**config.mk**
```make
export PLATFORM = sky130hd
export DESIGN_NAME = ro_entropy_combiner
export DESIGN_NICKNAME = d
export VERILOG_FILES = /design/src/rtl/ro_entropy_combiner_pkg.sv /design/src/rtl/ro.sv /design/src/rtl/xor_tree_pipe.sv /design/src/rtl/ro_entropy_combiner.sv
export SDC_FILE = /design/constraint.sdc
export NUM_CORES = 1
export LEC_CHECK = 0
export CAP_MARGIN = 20
export CORE_ASPECT_RATIO = 0.9
export CORE_MARGIN = 2
export CORE_UTILIZATION = 46
export DETAILED_ROUTE_END_ITERATION = 6
export PLACE_DENSITY_LB_ADDON = 0.3
export SYNTH_ARGS = -nofsm -noshare
export SYNTH_HDL_FRONTEND = slang
export SYNTH_SLANG_ARGS = --single-unit
export TNS_END_PERCENT = 30
```
**constraint.sdc**
```tcl
create_clock -name clock -period 3.4 [get_ports clock]
set_clock_uncertainty 0.2 [all_clocks]
set_input_delay 0.68 -clock clock [delete_from_list [all_inputs] [get_ports clock]]
set_output_delay 0.68 -clock clock [all_outputs]
set_load 0.01 [all_outputs]
```
**src/rtl/ro_entropy_combiner_pkg.sv**
```systemverilog
// Shared defaults, pair-FSM encoding and the reduction-tree depth helper
// for the ring-oscillator entropy combiner.
package ro_entropy_combiner_pkg;

    localparam int DEF_NUM_RO      = 4;
    localparam int DEF_NUM_GATES   = 5;
    localparam int DEF_GATE_DELAY  = 1;
    localparam int DEF_SYNC_STAGES = 2;
    localparam int DEF_XOR_PIPE    = 1;
    localparam int DEF_OUT_W       = 8;
    localparam int DEF_OVF_W       = 8;

    typedef enum logic {
        PAIR_IDLE       = 1'b0,
        PAIR_HAVE_FIRST = 1'b1
    } pair_state_t;

    // Registered levels needed to reduce n operands pairwise (at least one).
    function automatic int tree_depth(input int n);
        return (n <= 2) ? 1 : $clog2(n);
    endfunction

endpackage

```
**src/rtl/ro.sv**
```systemverilog
// Ring-oscillator channel. This clocked Johnson-ring model advances one stage
// every GATE_DELAY clocks so the combiner can be simulated; silicon binds the placed ring macro.
module ro #(
    parameter int NUM_GATES  = 5,
    parameter int GATE_DELAY = 1,
    parameter int SEED       = 1
) (
    input  logic clock,
    input  logic enable,
    output logic ro_out
);
    localparam logic [NUM_GATES-1:0] SEED_V = NUM_GATES'(SEED);

    logic [NUM_GATES-1:0] r_ring;
    logic [15:0]          r_div;
    logic                 w_tick;

    assign w_tick = (r_div == 16'(GATE_DELAY - 1));

    // A gated ring collapses to its rest state and restarts from it.
    always_ff @(posedge clock) begin
        if (!enable) begin
            r_ring <= SEED_V;
            r_div  <= '0;
        end else begin
            r_div <= w_tick ? 16'd0 : r_div + 16'd1;
            if (w_tick) begin
                r_ring <= {r_ring[NUM_GATES-2:0], ~r_ring[NUM_GATES-1]};
            end
        end
    end

    assign ro_out = r_ring[NUM_GATES-1];

endmodule

```
**src/rtl/xor_tree_pipe.sv**
```systemverilog
// XOR reduction of WIDTH bits: one registered XOR (PIPE=0) or a pairwise tree
// with a register on every level (PIPE=1); odd operands ride through a register.
module xor_tree_pipe
    import ro_entropy_combiner_pkg::*;
#(
    parameter int WIDTH = 4,
    parameter int PIPE  = 1
) (
    input  logic             clock,
    input  logic             reset_n,
    input  logic             clear,
    input  logic [WIDTH-1:0] in,
    output logic             out
);
    generate
        if (PIPE == 0) begin : g_flat
            logic r_out;
            always_ff @(posedge clock) begin
                if (!reset_n || clear) begin
                    r_out <= 1'b0;
                end else begin
                    r_out <= ^in;
                end
            end
            assign out = r_out;
        end else begin : g_pipe
            localparam int DEPTH = tree_depth(WIDTH);
            logic [WIDTH-1:0] w_lvl [DEPTH+1];

            assign w_lvl[0] = in;

            // Zero padding lets every level use the same pairing; upper entries settle to 0.
            for (genvar gi = 0; gi < DEPTH; gi++) begin : g_level
                logic [2*WIDTH-1:0] w_pad;
                logic [WIDTH-1:0]   w_pair;
                logic [WIDTH-1:0]   r_level;

                assign w_pad = {{WIDTH{1'b0}}, w_lvl[gi]};
                for (genvar gj = 0; gj < WIDTH; gj++) begin : g_pair
                    assign w_pair[gj] = w_pad[2*gj] ^ w_pad[2*gj+1];
                end

                always_ff @(posedge clock) begin
                    if (!reset_n || clear) begin
                        r_level <= '0;
                    end else begin
                        r_level <= w_pair;
                    end
                end
                assign w_lvl[gi+1] = r_level;
            end

            assign out = ^w_lvl[DEPTH];
        end
    endgenerate

endmodule

```
**src/rtl/ro_entropy_combiner.sv**
```systemverilog
// Ring-oscillator TRNG front end: synchronise, mask and XOR the channels,
// optionally von Neumann debias, and pack bits into words on a valid/ready port.
module ro_entropy_combiner
    import ro_entropy_combiner_pkg::*;
#(
    parameter int NUM_RO      = DEF_NUM_RO,
    parameter int NUM_GATES   = DEF_NUM_GATES,
    parameter int GATE_DELAY  = DEF_GATE_DELAY,
    parameter int SYNC_STAGES = DEF_SYNC_STAGES,
    parameter int XOR_PIPE    = DEF_XOR_PIPE,
    parameter int OUT_W       = DEF_OUT_W,
    parameter int OVF_W       = DEF_OVF_W
) (
    input  logic              clock,
    input  logic              reset_n,
    input  logic              enable,
    input  logic [NUM_RO-1:0] ro_mask,
    input  logic              debias_en,
    input  logic              test_mode,
    input  logic              test_bit,
    output logic [OUT_W-1:0]  data,
    output logic              data_valid,
    input  logic              data_ready,
    output logic [OVF_W-1:0]  overflow
);
    localparam int              CNT_W    = $clog2(OUT_W);
    localparam logic [CNT_W-1:0] CNT_LAST = CNT_W'(OUT_W - 1);

    logic              w_ro_en;
    logic [NUM_RO-1:0] w_signals;
    logic [NUM_RO-1:0] w_masked;
    logic              w_tree_out;
    logic              w_raw_bit;

    assign w_ro_en = enable & reset_n;

    generate
        for (genvar gi = 0; gi < NUM_RO; gi++) begin : g_ro
            logic [SYNC_STAGES-1:0] r_sync;

            ro #(
                .NUM_GATES  (NUM_GATES),
                .GATE_DELAY (GATE_DELAY),
                .SEED       (gi + 1)
            ) u_ro (
                .clock  (clock),
                .enable (w_ro_en),
                .ro_out (w_signals[gi])
            );

            always_ff @(posedge clock) begin
                if (!reset_n) begin
                    r_sync <= '0;
                end else begin
                    r_sync <= {r_sync[SYNC_STAGES-2:0], w_signals[gi]};
                end
            end
            assign w_masked[gi] = r_sync[SYNC_STAGES-1] & ro_mask[gi];
        end
    endgenerate

    xor_tree_pipe #(
        .WIDTH (NUM_RO),
        .PIPE  (XOR_PIPE)
    ) u_tree (
        .clock   (clock),
        .reset_n (reset_n),
        .clear   (~enable),
        .in      (w_masked),
        .out     (w_tree_out)
    );

    assign w_raw_bit = test_mode ? test_bit : w_tree_out;

    // Pair FSM: a debias_en toggle makes this cycle's bit the first of a new pair.
    pair_state_t r_state, w_state_eff, w_state_next;
    logic        r_first, w_first_next;
    logic        r_debias_q;
    logic        w_accept;
    logic        w_acc_bit;

    assign w_state_eff = (debias_en != r_debias_q) ? PAIR_IDLE : r_state;

    always_ff @(posedge clock) begin
        if (!reset_n) begin
            r_state    <= PAIR_IDLE;
            r_first    <= 1'b0;
            r_debias_q <= 1'b0;
        end else begin
            r_state    <= w_state_next;
            r_first    <= w_first_next;
            r_debias_q <= debias_en;
        end
    end

    always_comb begin
        w_state_next = PAIR_IDLE;
        w_first_next = r_first;
        if (enable && debias_en) begin
            case (w_state_eff)
                PAIR_IDLE: begin
                    w_state_next = PAIR_HAVE_FIRST;
                    w_first_next = w_raw_bit;
                end
                default: w_state_next = PAIR_IDLE;
            endcase
        end
    end

    always_comb begin
        w_accept  = 1'b0;
        w_acc_bit = w_raw_bit;
        if (enable) begin
            if (!debias_en) begin
                w_accept = 1'b1;
            end else if (w_state_eff == PAIR_HAVE_FIRST && r_first != w_raw_bit) begin
                w_accept  = 1'b1;
                w_acc_bit = r_first;
            end
        end
    end

    // Packer and output word register.
    logic [OUT_W-2:0] r_shift;
    logic [CNT_W-1:0] r_cnt;
    logic [OUT_W-1:0] r_data;
    logic             r_valid;
    logic [OVF_W-1:0] r_ovf;
    logic             w_word_done;
    logic [OUT_W-1:0] w_word;

    assign w_word_done = w_accept && (r_cnt == CNT_LAST);
    assign w_word      = {w_acc_bit, r_shift};

    always_ff @(posedge clock) begin
        if (!reset_n) begin
            r_shift <= '0;
            r_cnt   <= '0;
            r_data  <= '0;
            r_valid <= 1'b0;
            r_ovf   <= '0;
        end else begin
            if (!enable) begin
                r_cnt <= '0;
            end else if (w_accept) begin
                if (r_cnt == CNT_LAST) begin
                    r_cnt <= '0;
                end else begin
                    r_shift[r_cnt] <= w_acc_bit;
                    r_cnt          <= r_cnt + 1'b1;
                end
            end

            // A completed word may replace the held one only if that word leaves this edge.
            if (w_word_done && (!r_valid || data_ready)) begin
                r_data  <= w_word;
                r_valid <= 1'b1;
            end else if (w_word_done) begin
                if (r_ovf != {OVF_W{1'b1}}) begin
                    r_ovf <= r_ovf + 1'b1;
                end
            end else if (r_valid && data_ready) begin
                r_valid <= 1'b0;
            end
        end
    end

    assign data       = r_data;
    assign data_valid = r_valid;
    assign overflow   = r_ovf;

endmodule

```
==> results by group, run 1 <==
Routing
  – Number of remaining DRC errors: 0
  – Drt wl/cell: 12.9 microns
  – Total number of vias: between 3000 and 4000
  – Routed wire length: 10000 microns
  – Antenna viol nets, final: 0
  – Starting DRT DRC Count: 246
  – Detailed Routing Iterations Pass 1: 4
  – Via density: ~5

Critical path
  – Slowest stage cell, crit path: or4_4
  – Worst Setup End Kind: flip-flop
  – CP startpoint kind: input port
  – CP max FO: 7
  – Worst Path Required: 3490 ps
  – CP dominant cell by count: mux2i_1
  – Critical Path, Cell by Cell: clkdlybuf4s50_1 > mux2i_1 > mux2_4 > and2_1 > or4_4 > mux2i_1
  – Max stage delay on crit path: between 500 and 600 ps
  – CP arrival: 2790 ps
  – WS Path Type: in -> reg

Floorplan
  – Core area: around 11000 sq um
  – Chip width: 115 microns
  – Initial Utilization: 47.3%
  – Die area: 12000 sq um
  – Row Count: 36
  – # IOs: 28
  – Die height: between 100 and 150 microns

Synth
  – Top cells by count, synth: dfxtp_1 (125), nor2_1 (86), nand2_1 (64), nand3_1 (35), xor2_1 (32)
  – Flop and latch count out of synthesis: 125
  – Post-Syn Area: 5140 sq um
  – Count of flip-flops with a built-in enable after synthesis: 0
  – Most common cell in the netlist: dfxtp_1
  – Yosys warning total: 0
  – Library cells used by synthesis: 38
  – Sequential element share of the synthesized area: 48.7%
  – Syn nets: 600
  – Ys async rst share: 0%
  – Top post-synthesis cells by area: dfxtp_1 (49%), nor2_1 (6.3%), xor2_1 (5.5%)
  – Syn avg cell area: 8.89 sq um
  – Synth area leader: dfxtp_1
  – Synth top area share: about half
  – Main synth FF type: dfxtp_1
  – Post-synthesis cell count: 578

GRT
  – Total grt overflow: 0
  – Initial antenna violation count: 0
  – First-pass GRT wire length: around 17000 microns
  – GR Util All Layers: about 18%
  – Largest net degree at the start of global routing: 48
  – Vias in the first global route: 3834

STA
  – Tcrit/Tclk final: between 70% and 80%
  – Worst setup margin: 705 ps
  – Final setup vio count: 0
  – Count of pins over their slew limit: 0
  – Rel. slew slack: a little under three fifths
  – Final hold viol count: 0
  – Slew @ Worst Pin: roughly 660 ps
  – Fmax: ~370 MHz
  – Post-route minimum period: roughly 2700 ps
  – RSZ-0062 raised after global routing: no
  – Setup total negative slack: 0 ps

Clock tree
  – Sink Count: between 100 and 150
  – Clock latency on the worst-skew pair: 410 ps
  – Clock root cell: clkbuf_16
  – CTS clock-pin slew for the worst setup and hold paths: approximately 50 ps
  – CTS tree: yes
  – CTS Hold Buffers Added: 0
  – Post-CTS Setup Inserts: 0
  – # resized after CTS: 0
  – Cts bufs inserted: 17
  – Clock buffer depth: 2
  – Htree depth: 4

Pwr
  – Overall power: 3.39 mW
  – Pwr dens: between 500 and 600 nW/um^2
  – Lkg Pwr: ~2.2 nW
  – Worst vdd ir: 0.342 mV

Placement
  – Hpwl dp: approximately 6600 microns
  – Pre-CTS setup slack: 309 ps
  – Number of port buffers: 27
  – Placed cells: 746
  – GP Congestion: 0.817

Finish
  – Area Overhead vs Synth: 20.3%
  – Antenna Cells: 0
  – Final net count: 635
  – Layout cell share with drive strength beyond 1: 5.91%
  – Final std cells w/o fill: ~800

Run
  – MaxCap Viol Count: 0

Hold path
  – Hold Crit Class: reg -> reg

Status
  – Status: finished clean
## cells in the final DEF (no fill, tap or decap), types with 4 or more instances in the layout
cell type / n
dfxtp_1: 125
nor2_1: 86
nand2_1: 64
nand3_1: 35
xor2_1: 32
clkdlybuf4s50_1: 27
o21ai_0: 23
xnor2_1: 22
mux2i_1: 21
and2_1: 18
a21oi_1: 18
nand4_1: 17
clkbuf_16: 17
and3_1: 15
inv_1: 14
ha_1: 11
or3_1: 10
nor4_1: 10
clkbuf_8: 8
nor3_1: 7
a31oi_1: 5
nor2b_1: 4
buf_4: 4
## where the power goes
group	switching, mW	internal (mW)
sequential	0.00834	1.48
clock	0.610	1.23
combinational	0.0359	0.0257
total	0.654	2.74
## per-stage QoR
stage          utilization [%]  cell area [sq um]  hold WS, ps
2_1_floorplan                -               5140          212
3_3_place_gp              51.2               5560          219
3_5_place_dp              51.2               5560          220
4_1_cts                   56.9               6180          240
5_1_grt                   56.9               6180          246
6_report                  56.9               6180          235
## final cells by class
cell class	count	area (sq um)
clock buffers	27	543
fillers	961	4670
clock inverters	5	75.1
repair buffers	31	300
well taps	152	190
inverters	14	52.6
multi-input cells	424	2520
flip-flops and latches	125	2500
## flip-flops by register name, summed over array words and instances (netlist names), 3 cells and up
signal,cells
g_ro.u_ro.r_ring,20
data,8
r_shift,7
overflow,8
g_ro.r_sync,8
u_tree.g_pipe.g_level.r_level,3
g_ro.u_ro.r_div,64
r_cnt,3
## cells by family after synthesis
kind of cell / Yosys count / share of synthesized area (%)
simple gates: 279 / 26.2
flops: 125 / 48.7
compound gates: 58 / 6.53
xor+xnor: 54 / 9.21
buf+inv: 29 / 2.29
mux: 22 / 4.38
fa+ha+maj: 11 / 2.68
## worst max-delay path: cells and delay by family
kind                   cells  cell delay, ps
and+or+nand+nor            2             800
buffers and inverters      1             510
muxes                      3             800
## final timing paths
check,cells after the start,start,slack [ps],endpoint
max reg2reg,6,r_cnt[0]$_SDFFE_PN0N_,1100,overflow[5]$_SDFFE_PN0P_
max,6,test_mode,710,overflow[6]$_SDFFE_PN0P_
min reg2reg,1,g_ro[1].r_sync[0]$_SDFF_PN0_,230,g_ro[1].r_sync[1]$_SDFF_PN0_
min,1,g_ro[1].r_sync[0]$_SDFF_PN0_,230,g_ro[1].r_sync[1]$_SDFF_PN0_
## per-layer routing
metal | GRT usage (%) | routed length (microns) | up-vias
met4 | 6.71 | 96 | 0
met5 | 0 | 0 | -
li1 | - | - | 2052
met2 | 28.5 | 4810 | 52
met3 | 5.59 | 288 | 10
met1 | 22.3 | 4850 | 1868
Power figures use the tool's default switching activity.
==> inputs of run 2 (changes only) <==
clock period = 2.57 ns   (was 3.4 ns; I/O delays follow)
==> run 2 against run 1 <==
Power is 36% higher. Wire length decreased by 1.3%. Register-to-register slack lost 850 ps. Final cell count grew 1.9%. Via count increased by 3.0%. Largest power group unchanged.
==> results by group, run 2 (synthesis gave the netlist of run 1 again) <==
Floorplan
  – Core area: 10900 sq um
  – Die height: 104 microns
  – Chip width: 115 microns
  – Initial Utilization: roughly 47%
  – # IOs: 28
  – Row Count: 36
  – Die area: 12000 sq um

Clock tree
  – Clock latency on the worst-skew pair: 410 ps
  – CTS clock-pin slew for the worst setup and hold paths: ~60 ps
  – Sink Count: between 100 and 150
  – # resized after CTS: 0
  – Post-CTS Setup Inserts: 0
  – CTS tree: yes
  – CTS Hold Buffers Added: 0
  – Htree depth: 4
  – Clock buffer depth: 2
  – Cts bufs inserted: 17
  – Clock root cell: clkbuf_16

STA
  – Count of pins over their slew limit: 0
  – Tcrit/Tclk final: 94.1%
  – Post-route minimum period: about 2400 ps
  – Final setup vio count: 0
  – Rel. slew slack: 63.1%
  – Fmax: 414 MHz
  – Slew @ Worst Pin: 549 ps
  – Worst setup margin: approximately 150 ps
  – RSZ-0062 raised after global routing: no
  – Final hold viol count: 0

Critical path
  – CP startpoint kind: input port
  – Worst Setup End Kind: flip-flop
  – R2R Setup Slk: 250 ps
  – Worst Path Required: 2670 ps
  – CP max FO: 4
  – Crit. Startpoint: test_mode
  – R2R Path Start: r_cnt[0]$_SDFFE_PN0N_
  – WS Path Type: in -> reg
  – CP arrival: roughly 2500 ps

GRT
  – GR Util All Layers: around 17%
  – Largest net degree at the start of global routing: 38
  – First-pass GRT wire length: 17100 microns
  – Vias in the first global route: 3830
  – Total grt overflow: 0
  – Initial antenna violation count: 0

Routing
  – Via density: 5.17
  – Detailed Routing Iterations Pass 1: 6
  – Total number of vias: 4102
  – Routed wire length: 9910 microns
  – Starting DRT DRC Count: 262
  – Drt wl/cell: 12.5 microns
  – Number of remaining DRC errors: 0
  – Antenna viol nets, final: 0

Hold path
  – Hold Crit Class: reg -> reg
  – Hold path startpoint: g_ro[2].r_sync[0]$_SDFF_PN0_

Finish
  – Top flop regs: g_ro.u_ro.r_div (64), g_ro.u_ro.r_ring (20)
  – Design area: 6320 sq um
  – Final net count: between 600 and 700
  – Filler cells: 937
  – Area Overhead vs Synth: 23.1%
  – Top reg by flops: g_ro.u_ro.r_div
  – Reg area: 2500 sq um
  – Largest register FFs: 64
  – Commonest non-fill, non-tap cell in the layout: dfxtp_1
  – Antenna Cells: 0
  – Most frequent cells in the layout: dfxtp_1 (125), nor2_1 (86), nand2_1 (64), nand3_1 (35), xor2_1 (32)
  – Multi-input gate area: about 2500 sq um
  – Layout cell share with drive strength beyond 1: 8.42%

Run
  – MaxCap Viol Count: 0

Placement
  – GP Congestion: 0.852
  – Pre-CTS setup slack: -254 ps
  – Number of port buffers: 27
  – DP Area: about 5700 sq um
  – Hpwl dp: 6400 microns

Pwr
  – Worst vdd ir: 0.418 mV
  – Lkg Pwr: 2.29 nW
  – Pwr dens: around 730 nW/um^2

Status
  – Status: finished clean
run 2: cell types whose count changed in the layout (fill, tap and decap cells not counted), sizes merged:
cell,change
buf,+16
clkbuf,-6
clkinvlp,+3
bufinv,+2
run 2: per-stage QoR:
stage / instances / total power, mW / hold WS, ps / util (%) / setup TNS [ps]
final: 793 / 4.61 / 234 / 58.3 / 0
after global routing: 793 / 4.74 / 241 / 58.3 / 0
after CTS: 793 / 4.64 / 236 / 58.3 / 0
after detailed placement: 762 / 2.10 / 223 / 52.4 / -2260
after global placement: 762 / 2.10 / 224 / 52.4 / -1600
after floorplan: 578 / 2.05 / 212 / - / 0
run 2: final cells by class:
class                           count  area share (%)
Inverter                           14           0.831
Clock buffer                       21            7.60
Clock inverter                     10            2.55
Tap cell                          152            3.01
Multi-Input combinational cell    424            39.8
Timing Repair Buffer               47            6.65
Sequential cell                   125            39.6
run 2: where the power goes:
part	internal, mW	switching, mW
registers	1.95	0.0113
logic	0.0433	0.0496
clock network	1.72	0.838
total	3.72	0.899
run 2: final timing paths:
kind,endpoint,cells after the start
hold reg to reg,g_ro[2].r_sync[1]$_SDFF_PN0_,1
setup reg to reg,overflow[5]$_SDFFE_PN0P_,6
setup / recovery,overflow[6]$_SDFFE_PN0P_,6
hold / removal,g_ro[2].r_sync[1]$_SDFF_PN0_,1
run 2: critical path, cell delays in order:
cell	delay, ps
clkdlybuf4s50_1	500
mux2i_1	300
mux2_4	350
and2_1	180
or4_4	530
mux2i_1	130
run 2: metal layers:
metal | track usage (%) | up-vias | wire (microns)
li1 | - | 2083 | -
met1 | 22.9 | 1913 | 4800
met2 | 26.3 | 82 | 4550
met3 | 4.66 | 24 | 390
met4 | 7.92 | 0 | 173
met5 | 0 | - | 0
==> inputs of run 3 (changes only) <==
ABC_AREA = 1   (was not set)
SETUP_SLACK_MARGIN = 0.4   (was not set)
==> run 3 against run 2 <==
Area after synthesis grew 6.7%. Combinational power is 1% higher. Count of clock-buffer cells in the layout rose by 5. Core utilization decreased by 1.7 points. Synthesized cell count grew 29%. Final cell count grew 20%. Clock power decreased by 9.0%. Critical path type unchanged. Critical endpoint is now g_ro[0].u_ro.r_div[11]$_SDFF_PP0_. Highest routed layer unchanged.
==> results by group, run 3 <==
Finish
  – Largest register FFs: 64
  – Top reg by flops: g_ro.u_ro.r_div
  – Top flop regs: g_ro.u_ro.r_div (64), g_ro.u_ro.r_ring (20)
  – Layout cell share with drive strength beyond 1: about 7.0%
  – Commonest non-fill, non-tap cell in the layout: nand2_1
  – Area Overhead vs Synth: 18.9%
  – Antenna Cells: 0
  – Filler cells: 1048
  – Reg area: 2500 sq um
  – Multi-input gate area: 2540 sq um
  – Final net count: 806
  – Most frequent cells in the layout: nand2_1 (139), dfxtp_1 (125), nor2_1 (119), inv_1 (98), a21oi_1 (45)
  – Design area: 6520 sq um

Synth
  – Synth area leader: dfxtp_1
  – Flop and latch count out of synthesis: approximately 130
  – Yosys warning total: 0
  – Ys async rst share: 0%
  – Post-synthesis cell count: 743
  – Most common cell in the netlist: nand2_1
  – Sequential element share of the synthesized area: 45.6%
  – Library cells used by synthesis: 43
  – Syn avg cell area: 7.38 sq um
  – Top cells by count, synth: nand2_1 (141), dfxtp_1 (125), nor2_1 (119), inv_1 (98), a21oi_1 (45)
  – Synth top area share: 45.6%
  – Syn nets: 765
  – Top post-synthesis cells by area: dfxtp_1 (46%), nand2_1 (9.7%), nor2_1 (8.1%)
  – Post-Syn Area: 5480 sq um
  – Count of flip-flops with a built-in enable after synthesis: 0
  – Main synth FF type: dfxtp_1

Pwr
  – Logic pwr share: roughly 2.1%
  – Part of the power in the clock network: 53.1%
  – Worst vdd ir: roughly 0.46 mV
  – Pwr dens: between 600 and 700 nW/um^2
  – Overall power: 4.39 mW
  – Psw: between 0.8 and 0.9 mW
  – Sequential share of power: roughly 45%
  – Sw Share: 19.8%
  – Lkg Pwr: 2.47 nW
  – Power Internal: approximately 3.5 mW

STA
  – Fin Hold WS: 210 ps
  – Rel. slew slack: 65.2%
  – Fmax: about 470 MHz
  – Count of pins over their slew limit: 0
  – RSZ-0062 raised after global routing: yes
  – Tcrit/Tclk final: 82.0%
  – Post-route minimum period: about 2100 ps
  – Slew @ Worst Pin: ~520 ps
  – Final setup vio count: 0
  – Worst setup margin: 461 ps
  – Final hold viol count: 0

Routing
  – Drt wl/cell: 10.7 microns
  – Number of remaining DRC errors: 0
  – Total number of vias: 4690
  – Antenna viol nets, final: 0
  – Via density: around 5
  – Routed wire length: 10200 microns
  – Starting DRT DRC Count: 237
  – Detailed Routing Iterations Pass 1: 4

Critical path
  – WS Path Type: in -> reg
  – Worst Path Required: approximately 2600 ps
  – Worst Setup End Kind: flip-flop
  – Top delay family on crit path: buffers and inverters
  – CP arrival: about 2200 ps
  – Slowest stage cell, crit path: nand2_1
  – CP max FO: 20
  – Crit. Startpoint: enable
  – Reg2reg path depth: 8
  – Worst Path Buf+Inv: 2
  – Worst setup endpoint: g_ro[0].u_ro.r_div[11]$_SDFF_PP0_
  – Stages on the worst setup path: 5
  – CP startpoint kind: input port
  – R2R Setup Slk: 570 ps
  – Critical Path, Cell by Cell: clkdlybuf4s50_1 > nand2_2 > clkinv_1 > nand2_1 > nor3_1
  – Max stage delay on crit path: 590 ps
  – R2R Path Start: g_ro[3].u_ro.r_div[0]$_SDFF_PP0_
  – R2r endpoint: g_ro[3].u_ro.r_div[12]$_SDFF_PP0_

Floorplan
  – Chip width: around 120 microns
  – Initial Utilization: 47.6%
  – Die area: 12800 sq um
  – Die height: 108 microns
  – Core area: 11500 sq um
  – Row Count: 37
  – # IOs: 28

Clock tree
  – Htree depth: 4
  – Sink Count: 125
  – CTS clock-pin slew for the worst setup and hold paths: 50 ps
  – Clock root cell: clkbuf_16
  – Clock buffer depth: 2
  – CTS tree: yes
  – Cts bufs inserted: 17
  – Clock latency on the worst-skew pair: 410 ps

Placement
  – Number of port buffers: 27
  – Hpwl dp: 7100 microns
  – Pre-CTS setup slack: -9.16 ps
  – DP Area: just under 6000 sq um
  – GP Congestion: 0.818

GRT
  – Vias in the first global route: 4156
  – First-pass GRT wire length: approximately 18000 microns
  – GR Util All Layers: 16.9%
  – Largest net degree at the start of global routing: 21
  – Total grt overflow: 0
  – Initial antenna violation count: 0

Status
  – Status: finished clean

Run
  – MaxCap Viol Count: 0

Hold path
  – Hold Crit Class: reg -> reg
==> run 3: cell types whose count changed after synthesis, moves of 10 or more <==
cell	previous run	this run
xor2_1	32	11
a21oi_1	18	45
clkbuf_1	13	1
xnor2_1	22	3
and3_1	15	1
inv_1	14	98
or3_1	10	0
mux2i_1	21	0
and2_1	18	0
nor3_1	7	28
nor2_1	86	119
nand2_1	64	141
==> run 3: how the worst min path moves through the flow <==
stage,end,start,cells past startpoint
finish,g_ro[3].r_sync[1]$_SDFF_PN0_,g_ro[3].r_sync[0]$_SDFF_PN0_,2
global route,g_ro[3].r_sync[1]$_SDFF_PN0_,g_ro[3].r_sync[0]$_SDFF_PN0_,2
CTS,g_ro[3].r_sync[1]$_SDFF_PN0_,g_ro[3].r_sync[0]$_SDFF_PN0_,2
detailed placement,g_ro[2].r_sync[1]$_SDFF_PN0_,g_ro[2].r_sync[0]$_SDFF_PN0_,2
global placement,g_ro[3].r_sync[1]$_SDFF_PN0_,g_ro[3].r_sync[0]$_SDFF_PN0_,2
floorplan,g_ro[0].r_sync[1]$_SDFF_PN0_,g_ro[0].r_sync[0]$_SDFF_PN0_,2
==> run 3: power by group through the flow <==
stage	sequential, mW	combinational [mW]	clock, mW
floorplan	2.00	0.0571	0
global placement	2.00	0.0917	0
detailed placement	2.00	0.0939	0
CTS	1.96	0.0946	2.38
global route	1.96	0.105	2.47
finish	1.96	0.0942	2.33
==> run 3: cells by family after synthesis <==
group           synth area share [%]
simple gates                    33.2
flops                           45.6
buf+inv                         8.19
compound gates                  8.24
xor+xnor                        2.24
fa+ha+maj                       2.51
==> run 3: worst reg2reg max path, cell delays in order (launching register included) <==
cell and delay (ps):
dfxtp_1 330, inv_1 60, ha_1 140, nand4_1 110
nor4_1 280, nand2_1 280, nand2_2 320, nor2_1 70
o21a_1 100
==> run 3: timing repair <==
| action | 4_1_cts | 5_1_grt |
|---|---|---|
| hold buffers | 0 | 0 |
| setup endpoints to repair | 1 | 34 |
| resized for setup | 1 | 2 |
| endpoints found under the hold margin | 0 | 0 |
| setup buffers | 0 | 0 |
==> run 3: per-stage QoR <==
step                util [%]  std cells  TNS, ps
floorplan                  -        743        0
global placement        51.5        921        0
detailed placement      51.5        921    -9.16
CTS                     56.5        953        0
global route            56.6        953        0
finish                  56.6        953        0
==> run 3: cell type report <==
class                      count  area share [%]
timing repair buffer          33            4.83
tap                          156            2.99
clock inverter                 6            1.27
sequential                   125            38.4
multi-input combinational    505            38.9
clock buffer                  26            7.66
inverter                     102            5.95
==> run 3: layer usage <==
layer	global-route usage [%]	vias up	routed length, microns
li1	-	2497	-
met1	20.5	2100	5010
met2	27.8	79	4630
met3	5.35	14	388
met4	7.31	0	143
met5	0	-	0
